==> config.mk <==
export PLATFORM = sky130hd
export DESIGN_NAME = ifetch_window
export DESIGN_NICKNAME = d
export VERILOG_FILES = /design/src/rtl/ifetch_window.sv
export SDC_FILE = /design/constraint.sdc
export NUM_CORES = 1
export LEC_CHECK = 0
export CAP_MARGIN = 20
export CORE_MARGIN = 2
export CORE_UTILIZATION = 40
export DETAILED_ROUTE_END_ITERATION = 16
export DONT_BUFFER_PORTS = 1
export HOLD_SLACK_MARGIN = 0.15
export PLACE_DENSITY = 0.64
export SLEW_MARGIN = 20
export SYNTH_ARGS = -nofsm -noshare
export SYNTH_HDL_FRONTEND = slang
export SYNTH_SLANG_ARGS = --single-unit
==> constraint.sdc <==
create_clock -name clk -period 3.1 [get_ports clk]
set_clock_uncertainty 0.05 [all_clocks]
set_input_delay 0.465 -clock clk [delete_from_list [all_inputs] [get_ports clk]]
set_output_delay 0.465 -clock clk [all_outputs]
set_load 0.005 [all_outputs]
==> src/rtl/ifetch_window.sv <==
// ============================================================================
// Module      : ifetch_window
// Description : Builds the 10-byte instruction window for a byte-addressed
//               fetch PC from 3-4 words of a synchronous word-wide memory,
//               with a one-entry tag that short-circuits repeated fetches.
// Revision    : 1.0 - initial release
// ============================================================================
`default_nettype none

module ifetch_window #(
    parameter int ADDR_W = 32,
    parameter int INST_W = 80
) (
    input  logic              clk,
    input  logic              rst,
    input  logic              req_valid,
    input  logic [ADDR_W-1:0] req_addr,
    output logic              req_ready,
    input  logic              flush,
    output logic [INST_W-1:0] inst_o,
    output logic              inst_valid,
    output logic              mem_rd,
    output logic [ADDR_W-3:0] mem_addr,
    input  logic [31:0]       mem_rdata
);

    localparam int C_WADDR_W   = ADDR_W - 2;
    localparam int C_BUF_W     = 128;
    localparam int C_WIN_BYTES = 10;

    typedef enum logic [1:0] {
        IDLE  = 2'd0,
        ISSUE = 2'd1,
        DRAIN = 2'd2
    } state_t;

    state_t                 r_state;
    state_t                 w_state_nxt;

    logic [ADDR_W-1:0]      r_req_addr;
    logic [1:0]             r_off;
    logic [C_WADDR_W-1:0]   r_base;
    logic [2:0]             r_iss_cnt;
    logic [2:0]             r_rcv_cnt;
    logic                   r_rd_d;
    logic [C_BUF_W-1:0]     r_buf;
    logic                   r_tag_valid;
    logic [ADDR_W-1:0]      r_tag_addr;

    logic                   w_accept;
    logic                   w_hit;
    logic [2:0]             w_nwords;
    logic                   w_issue_done;
    logic                   w_last;
    logic [C_BUF_W-1:0]     w_buf_nxt;
    logic [C_BUF_W-1:0]     w_stream;
    logic [INST_W-1:0]      w_window;

    assign req_ready    = (r_state == IDLE);
    assign w_accept     = req_valid && req_ready && !flush && !rst;
    assign w_hit        = r_tag_valid && (req_addr == r_tag_addr);
    assign w_nwords     = (r_off == 2'd3) ? 3'd4 : 3'd3;
    assign w_issue_done = (r_iss_cnt == w_nwords);

    // r_rd_d marks the cycle in which mem_rdata carries a word we asked for.
    assign w_last       = r_rd_d && (r_rcv_cnt == (w_nwords - 3'd1));

    // Buffer byte i holds the i-th fetched byte once four words are in; with
    // only three words the stream sits one word higher and is realigned here.
    assign w_buf_nxt    = {mem_rdata, r_buf[C_BUF_W-1:32]};
    assign w_stream     = (r_off == 2'd3) ? w_buf_nxt : {32'h0, w_buf_nxt[C_BUF_W-1:32]};

    always_comb begin
        w_window = '0;
        for (int k = 0; k < C_WIN_BYTES; k++) begin
            w_window[INST_W-1-8*k -: 8] = w_stream[8*(int'(r_off)+k) +: 8];
        end
    end

    always_comb begin
        w_state_nxt = r_state;
        if (flush) begin
            w_state_nxt = IDLE;
        end else begin
            case (r_state)
                IDLE:    if (w_accept && !w_hit) w_state_nxt = ISSUE;
                ISSUE:   if (w_issue_done)       w_state_nxt = DRAIN;
                DRAIN:   if (w_last)             w_state_nxt = IDLE;
                default:                         w_state_nxt = IDLE;
            endcase
        end
    end

    always_ff @(posedge clk) begin
        if (rst) begin
            r_state <= IDLE;
        end else begin
            r_state <= w_state_nxt;
        end
    end

    always_ff @(posedge clk) begin
        if (rst) begin
            inst_o      <= '0;
            inst_valid  <= 1'b0;
            mem_rd      <= 1'b0;
            mem_addr    <= '0;
            r_req_addr  <= '0;
            r_off       <= 2'd0;
            r_base      <= '0;
            r_iss_cnt   <= 3'd0;
            r_rcv_cnt   <= 3'd0;
            r_rd_d      <= 1'b0;
            r_buf       <= '0;
            r_tag_valid <= 1'b0;
            r_tag_addr  <= '0;
        end else begin
            inst_valid <= 1'b0;
            if (flush) begin
                // Clearing r_rd_d drops the word still in flight from memory.
                mem_rd      <= 1'b0;
                r_rd_d      <= 1'b0;
                r_tag_valid <= 1'b0;
            end else begin
                r_rd_d <= mem_rd;
                case (r_state)
                    IDLE: begin
                        if (w_accept) begin
                            if (w_hit) begin
                                inst_valid <= 1'b1;
                            end else begin
                                r_tag_valid <= 1'b0;
                                r_req_addr  <= req_addr;
                                r_off       <= req_addr[1:0];
                                r_base      <= req_addr[ADDR_W-1:2];
                                mem_rd      <= 1'b1;
                                mem_addr    <= req_addr[ADDR_W-1:2];
                                r_iss_cnt   <= 3'd1;
                                r_rcv_cnt   <= 3'd0;
                            end
                        end
                    end
                    ISSUE: begin
                        if (w_issue_done) begin
                            mem_rd <= 1'b0;
                        end else begin
                            mem_rd    <= 1'b1;
                            mem_addr  <= r_base + C_WADDR_W'(r_iss_cnt);
                            r_iss_cnt <= r_iss_cnt + 3'd1;
                        end
                    end
                    default: ;
                endcase

                if (r_rd_d) begin
                    r_buf     <= w_buf_nxt;
                    r_rcv_cnt <= r_rcv_cnt + 3'd1;
                end

                if (w_last) begin
                    inst_o      <= w_window;
                    inst_valid  <= 1'b1;
                    r_tag_addr  <= r_req_addr;
                    r_tag_valid <= 1'b1;
                end
            end
        end
    end

endmodule

`default_nettype wire

==> results of run 1 <==
-- report_power, final --
group / total [mW] / internal, mW / leakage [nW] / switching [mW]
registers: 3.41 / 3.36 / 2.08 / 0.0479
clock network: 3.57 / 2.13 / 0.501 / 1.43
logic: 0.418 / 0.201 / 2.66 / 0.218
total: 7.39 / 5.69 / 5.25 / 1.70
-- metal layers --
| layer | vias up | GRT usage [%] | wire length (um) |
|---|---|---|---|
| met5 | - | 0 | 0 |
| met4 | 0 | 6.742 | 1094 |
| met3 | 83 | 5.335 | 3366 |
| met2 | 455 | 40.81 | 19470 |
| met1 | 5579 | 30.48 | 16020 |
| li1 | 5183 | - | - |
-- layout make-up --
cell class | instances | area, sq um
Fill cell | 2885 | 15490
Multi-Input combinational cell | 1037 | 6731
Inverter | 8 | 30.03
Clock inverter | 15 | 157.7
Timing Repair Buffer | 169 | 1674
Clock buffer | 39 | 834.6
Tap cell | 396 | 495.5
Sequential cell | 258 | 5172
-- worst paths after layout --
| kind | startpoint | to | slack (ns) | cells past startpoint |
|---|---|---|---|---|
| worst min register to register | r_buf[58]$_SDFFE_PP0P_ | r_buf[58]$_SDFFE_PP0P_ | 0.41 | 2 |
| worst max-delay path | r_tag_addr[18]$_SDFFE_PP0P_ | mem_addr[14]$_SDFFE_PP0P_ | 0.07 | 8 |
| worst min-delay path | req_addr[17] | mem_addr[15]$_SDFFE_PP0P_ | 0.18 | 2 |
| worst max register to register | r_tag_addr[18]$_SDFFE_PP0P_ | mem_addr[14]$_SDFFE_PP0P_ | 0.07 | 8 |
-- registers in the layout, summed over array words and instances, names as in the netlist --
register,flops
inst_o,80
r_buf,72
r_req_addr,32
r_tag_addr,32
mem_addr,30
r_iss_cnt,3
r_rcv_cnt,3
r_state,2
inst_valid,1
mem_rd,1
r_rd_d,1
r_tag_valid,1
-- per-stage QoR --
step                      util (%)  instances  power [mW]  instance area (sq um)  hold WS [ns]
after global placement       41.47       1728       3.774                  12680        0.3872
after floorplan                  -       1433       3.739                  12420        0.3816
after global routing         49.35       1922       7.595                  15100        0.1825
after detailed placement     41.47       1728       3.774                  12680        0.3913
after CTS                    49.35       1922       7.432                  15100        0.1534
final                        49.35       1922       7.393                  15100        0.1772
-- cell usage after synthesis (6+ instances only) --
| cell | count |
|---|---|
| a21oi_1 | 194 |
| and2_1 | 6 |
| buf_1 | 13 |
| buf_2 | 6 |
| clkbuf_1 | 107 |
| dfxtp_1 | 258 |
| inv_1 | 8 |
| mux4_2 | 80 |
| nand2_1 | 310 |
| nand3_1 | 50 |
| nand4_1 | 11 |
| nor2_1 | 105 |
| nor3_1 | 53 |
| nor4_1 | 9 |
| o2111ai_1 | 8 |
| o211ai_1 | 13 |
| o21ai_0 | 55 |
| o31ai_1 | 13 |
| xnor2_1 | 21 |
| xor2_1 | 36 |
-- repair_timing --
action,CTS,global route
endpoints found under the hold margin,249,0
resized for setup,0,0
hold buffers,140,0
endpoints found under the setup margin,0,0
-- worst max-delay path: cells and delay by family (launching register included) --
family	cells	cell delay [ns]
simple gates	3	1.19
buf+inv	2	0.88
flops	1	0.32
compound gates	2	0.32
xor+xnor	1	0.21
-- logic make-up (layout without fill, tap and decap cells) --
| kind of cell | count (synthesis) | count (layout) |
|---|---|---|
| muxes | 88 | 88 |
| xor gates and xnor gates | 57 | 57 |
| and+or+nand+nor | 579 | 579 |
| adders and majority gates | 6 | 6 |
| DFF | 258 | 258 |
| AOI/OAI and AO/OA | 307 | 307 |
| buffers and inverters | 138 | 231 |
==> run metrics, run 1 <==
Post-CTS Setup Bufs=0; Worst-path clk slew=0.07 ns; CP startpoint kind=register; diode count=0; xor/xnor share of the synthesized area=4.020%; RD Place Congestion=0.9015; Area Overhead vs Synth=21.56%; synthesized area per cell=8.666 sq um; share of the synthesized area in the top cell type=around two fifths; setup TNS=0 ns; Mapped Cells=approximately 1.4k; Rel. slew slack=26.60%; share of cells above drive strength 1=11.47%; most frequent cells in the layout=310 x nand2_1, 256 x dfxtp_1, 194 x a21oi_1, 139 x dlygate4sd3_1, 103 x nor2_1; outcome=completed; Clock Sinks=~260; Rows=64; drt first-iter violations=roughly 1.2k; CP max stage delay=0.57 ns; CTS root buf=clkbuf_16; CP Max Fanout=14; most common cell after layout, fill and taps aside=nand2_1; number of global-route vias before repair=roughly 11k; Post-Synth Adder-Cell Area=less than 1%; FF+latch count, synth=about 260; power density over cell area=around 500 nW/um^2; number of synthesized flops with an enable pin=0; CP Data Arrival Time=between 3 and 4 ns; H-tree Lvls=1; synth warn=0; vias=around 11k; Tcrit/Tclk final=a little over nine tenths; Antenna Nets Post-Route=0; post-synthesis simple-gate area fraction=about a fifth; PnR worst setup slack=0.07112 ns; die height=roughly 180 um; Synth async-reset ratio=0%; Min-Delay Path Class=input port to register; number of remaining DRC errors=0; biggest area consumer among synthesized cells=dfxtp_1; PortBufs=0; Final min period=3.029 ns; Cell Chain, Critical Path=xnor2_1, nand4_1, or4_4, nor4_4, buf_4, o21ai_0, a21oi_1, dlygate4sd3_1; Max Cap Viol=0; post-synthesis mux area share=roughly 15%; dpl ws=0.4631 ns; GRT overflow=0; Initial Utilization=between 40% and 50%; # nets final=about 1.6k; Wirelength per Cell=approximately 21 um; worst-skew pair later-pin latency=between 0.5 and 0.6 ns; Yosys cell types=approximately 50; HPWL after DPL=approximately 25,000 um; Core Footprint=a little over 30,000 sq um; critical path required time=~3.5 ns; CP Class=register to register; Num CTS Buffers=29; maximum number of pins on one net before global-route repair=around 150; Leak=~5.2 nW; CTS max path bufs=3; VDD IR max=0.5097 mV; sequential share of the synthesized area=41.59%; Vias/cell=between 5 and 6; Final Hold Viols=0; antenna violations before repair=0; first-pass GRT wire length=between 60,000 and 70,000 um; CP endpoint kind=register; CTS tree=done; Slew @ Worst Pin=approximately 1.1 ns; largest family of logic cells by synthesized area=simple AND/OR/NAND/NOR gates; final setup fails=0; Post-Syn Nets=roughly 1.5k; # IOs=between 150 and 200; max-slew violations=0; complex-gate fraction of the synthesized area=13.73%; Crit-path slowest cell=dlygate4sd3_1; Synth Flop Type=dfxtp_1; Die ar.=between 30,000 and 40,000 sq um; RSZ-0062 raised after global routing=no; Peak Freq=330.2 MHz; drt pass-1 iters=5; Global Route Usage Sum=between 20% and 30%; Synth Cell Area=roughly 12,000 sq um; Die Wd=between 150 and 200 um; Area contributors post-synth=dfxtp_1 42%, mux4_2 15%, nand2_1 9.4%, a21oi_1 7.8%, clkbuf_1 3.2%; Routed WL=39,950 um
(Power assumes the default switching activity.)
==> run 2: changes to the inputs <==
--- a/config.mk
+++ b/config.mk
@@ -8,10 +8,11 @@
 export CAP_MARGIN = 20
 export CORE_MARGIN = 2
 export CORE_UTILIZATION = 40
+export CTS_CLUSTER_DIAMETER = 30
 export DETAILED_ROUTE_END_ITERATION = 16
 export DONT_BUFFER_PORTS = 1
 export HOLD_SLACK_MARGIN = 0.15
-export PLACE_DENSITY = 0.64
+export PLACE_DENSITY = 0.52
 export SLEW_MARGIN = 20
 export SYNTH_ARGS = -nofsm -noshare
 export SYNTH_HDL_FRONTEND = slang
==> run 2 against run 1 <==
Effect of this change: routed wire length is 5.7% higher; register-to-register slack better by 0.07 ns; via count is 0.50% higher; global-route usage is 1.8 points higher; die area stayed put; sequential cell count stayed put; sequential power hardly changed.
==> run metrics, run 2 (synthesized netlist as in run 1, its figures left out) <==
outcome=completed; Wirelength per Cell=21.20 um; HPWL after DPL=25,940 um; Initial Utilization=40.60%; largest registers=inst_o x80, r_buf x72; setup TNS=0 ns; Fillers=~2.9k; die height=roughly 180 um; Num CTS Buffers=73; Hold Crit Depth=2; Tcrit/Tclk final=between 90 and 100%; # IOs=about 180; Final Non-Filler Cells=~2.0k; Max Cap Viol=0; drt pass-1 iters=5; Vias/cell=~5.7; stages on the worst setup path=8; # nets final=~1.6k; antenna violations before repair=0; Die ar.=32,470 sq um; Area Overhead vs Synth=33.34%; Biggest register=inst_o; Slew @ Worst Pin=1.121 ns; Pwr Total=11.35 mW; launching point of the worst reg2reg path=r_tag_addr[5]$_SDFFE_PP0P_; CP startpoint kind=register; Clk pwr share=between 60% and 70%; most common cell after layout, fill and taps aside=nand2_1; Crit-path slowest cell=dlygate4sd3_1; drt first-iter violations=about 700; Clock Sinks=~260; max reg flops=80; switching share of power=21.75%; CP Class=register to register; vias=around 11k; CP endpoint kind=register; Final Hold Viols=0; final setup fails=0; CP max stage delay=~0.60 ns; Die Wd=around 180 um; R2R Setup Slk=0.14 ns; share of cells above drive strength 1=15.65%; Core Footprint=about 30,000 sq um; Peak Freq=between 300 and 400 MHz; reg2reg end=r_req_addr[11]$_SDFFE_PP0P_; CTS tree=done; Bufs and invs on worst path=2; Top delay family on crit path=simple AND/OR/NAND/NOR gates; # placed instances=roughly 1.7k; diode count=0; sequential power share=30.2%; first-pass GRT wire length=66,370 um; most frequent cells in the layout=310 x nand2_1, 256 x dfxtp_1, 194 x a21oi_1, 131 x dlygate4sd3_1, 103 x nor2_1; Min-Delay Path Class=input port to register; CP Data Arrival Time=between 3 and 4 ns; Int Pwr=just under 9 mW; Global Route Usage Sum=25.77%; VDD IR max=~0.38 mV; max-slew violations=0; worst r2r path cells=8; power density over cell area=around 700 nW/um^2; CTS root buf=clkbuf_16; Rows=64; CP Max Fanout=14; PortBufs=0; hold slack=between 0.15 and 0.2 ns; number of global-route vias before repair=11.56k; WHS Endpoint=mem_addr[29]$_SDFFE_PP0P_; CTS max path bufs=3; Cell Chain, Critical Path=xnor2_2, nand4_1, or4_4, or4_1, buf_4, nand3_1, a21oi_1, dlygate4sd3_1; Final min period=between 2 and 3 ns; RD Place Congestion=between 0.8 and 0.9; H-tree Lvls=3; worst-skew pair later-pin latency=between 0.5 and 0.6 ns; number of remaining DRC errors=0; critical path required time=3.48 ns; HP Start=rst; RSZ-0062 raised after global routing=no; placed cell area=roughly 13,000 sq um; Worst-path clk slew=0.04 ns; Rel. slew slack=~25%; GRT overflow=0; Comb power frac=under 10%; Leak=just under 6 nW; maximum number of pins on one net before global-route repair=roughly 150; Net Sw Power=about 2.5 mW; Routed WL=approximately 42,000 um; Final Cell Area=about 17,000 sq um; Antenna Nets Post-Route=0
-- run 2: cell types whose count changed in the layout (fill, tap and decap cells not counted), moves of 5 or more --
cell	before	now
buf_4	26	31
clkbuf_1	4	11
clkbuf_16	30	76
clkbuf_8	5	13
clkinv_4	0	5
dlygate4sd3_1	139	131
-- run 2: worst max path at each step --
stage,slack (ns),to,from
after floorplan,0.66,mem_addr[10]$_SDFFE_PP0P_,req_addr[2]
after global placement,0.37,mem_addr[16]$_SDFFE_PP0P_,req_addr[4]
after detailed placement,0.37,mem_addr[16]$_SDFFE_PP0P_,req_addr[5]
after CTS,0.03,mem_addr[3]$_SDFFE_PP0P_,r_tag_addr[4]$_SDFFE_PP0P_
after global routing,0.04,r_tag_addr[10]$_SDFFE_PP0P_,r_req_addr[0]$_SDFFE_PP0P_
final,0.14,r_req_addr[11]$_SDFFE_PP0P_,r_tag_addr[5]$_SDFFE_PP0P_
-- run 2: worst reg2reg max path: stages (launching register included) --
cell	delay, ns
dfxtp_1	0.32
xnor2_2	0.21
nand4_1	0.18
or4_4	0.50
or4_1	0.60
buf_4	0.23
nand3_1	0.10
a21oi_1	0.07
dlygate4sd3_1	0.60
-- run 2: timing repair --
| action | 4_1_cts | 5_1_grt |
|---|---|---|
| resized for setup | 0 | 3 |
| setup buffers | 0 | 2 |
| setup endpoints to repair | 0 | 29 |
| hold buffers | 132 | 0 |
| hold endpoints to repair | 249 | 0 |
-- run 2: area by class of cell --
cell class,instances,area [sq um],share of cell area [%]
clock buffers,100,2122,12.82
clock inverters,29,372.9,2.252
inverters,8,30.03,0.1814
multi-input cells,1037,6754,40.79
flip-flops and latches,258,5172,31.24
well taps,396,495.5,2.992
repair buffers,165,1612,9.733
-- run 2: stage by stage --
stage,setup slack [ns],utilization [%]
floorplan,0.6583,-
global placement,0.3725,41.50
detailed placement,0.3746,41.50
CTS,0.02563,54.03
global route,0.04106,54.13
finish,0.1435,54.13
-- run 2: metal layers --
| metal | track usage [%] | wire length [um] | vias to the layer above |
|---|---|---|---|
| met2 | 44.15 | 21120 | 394 |
| met5 | 0 | 0 | - |
| met4 | 11.26 | 1642 | 0 |
| li1 | - | - | 5287 |
| met1 | 30.06 | 16270 | 5576 |
| met3 | 7.296 | 3217 | 99 |
-- run 2: power groups by stage --
stage                     clock, mW  sequential [mW]  combinational (mW)
after CTS                      7.62             3.42               0.396
after global routing           7.84             3.43               0.432
final                          7.53             3.42               0.399
after floorplan                   0             3.46               0.277
after global placement            0             3.48               0.291
after detailed placement          0             3.48               0.291
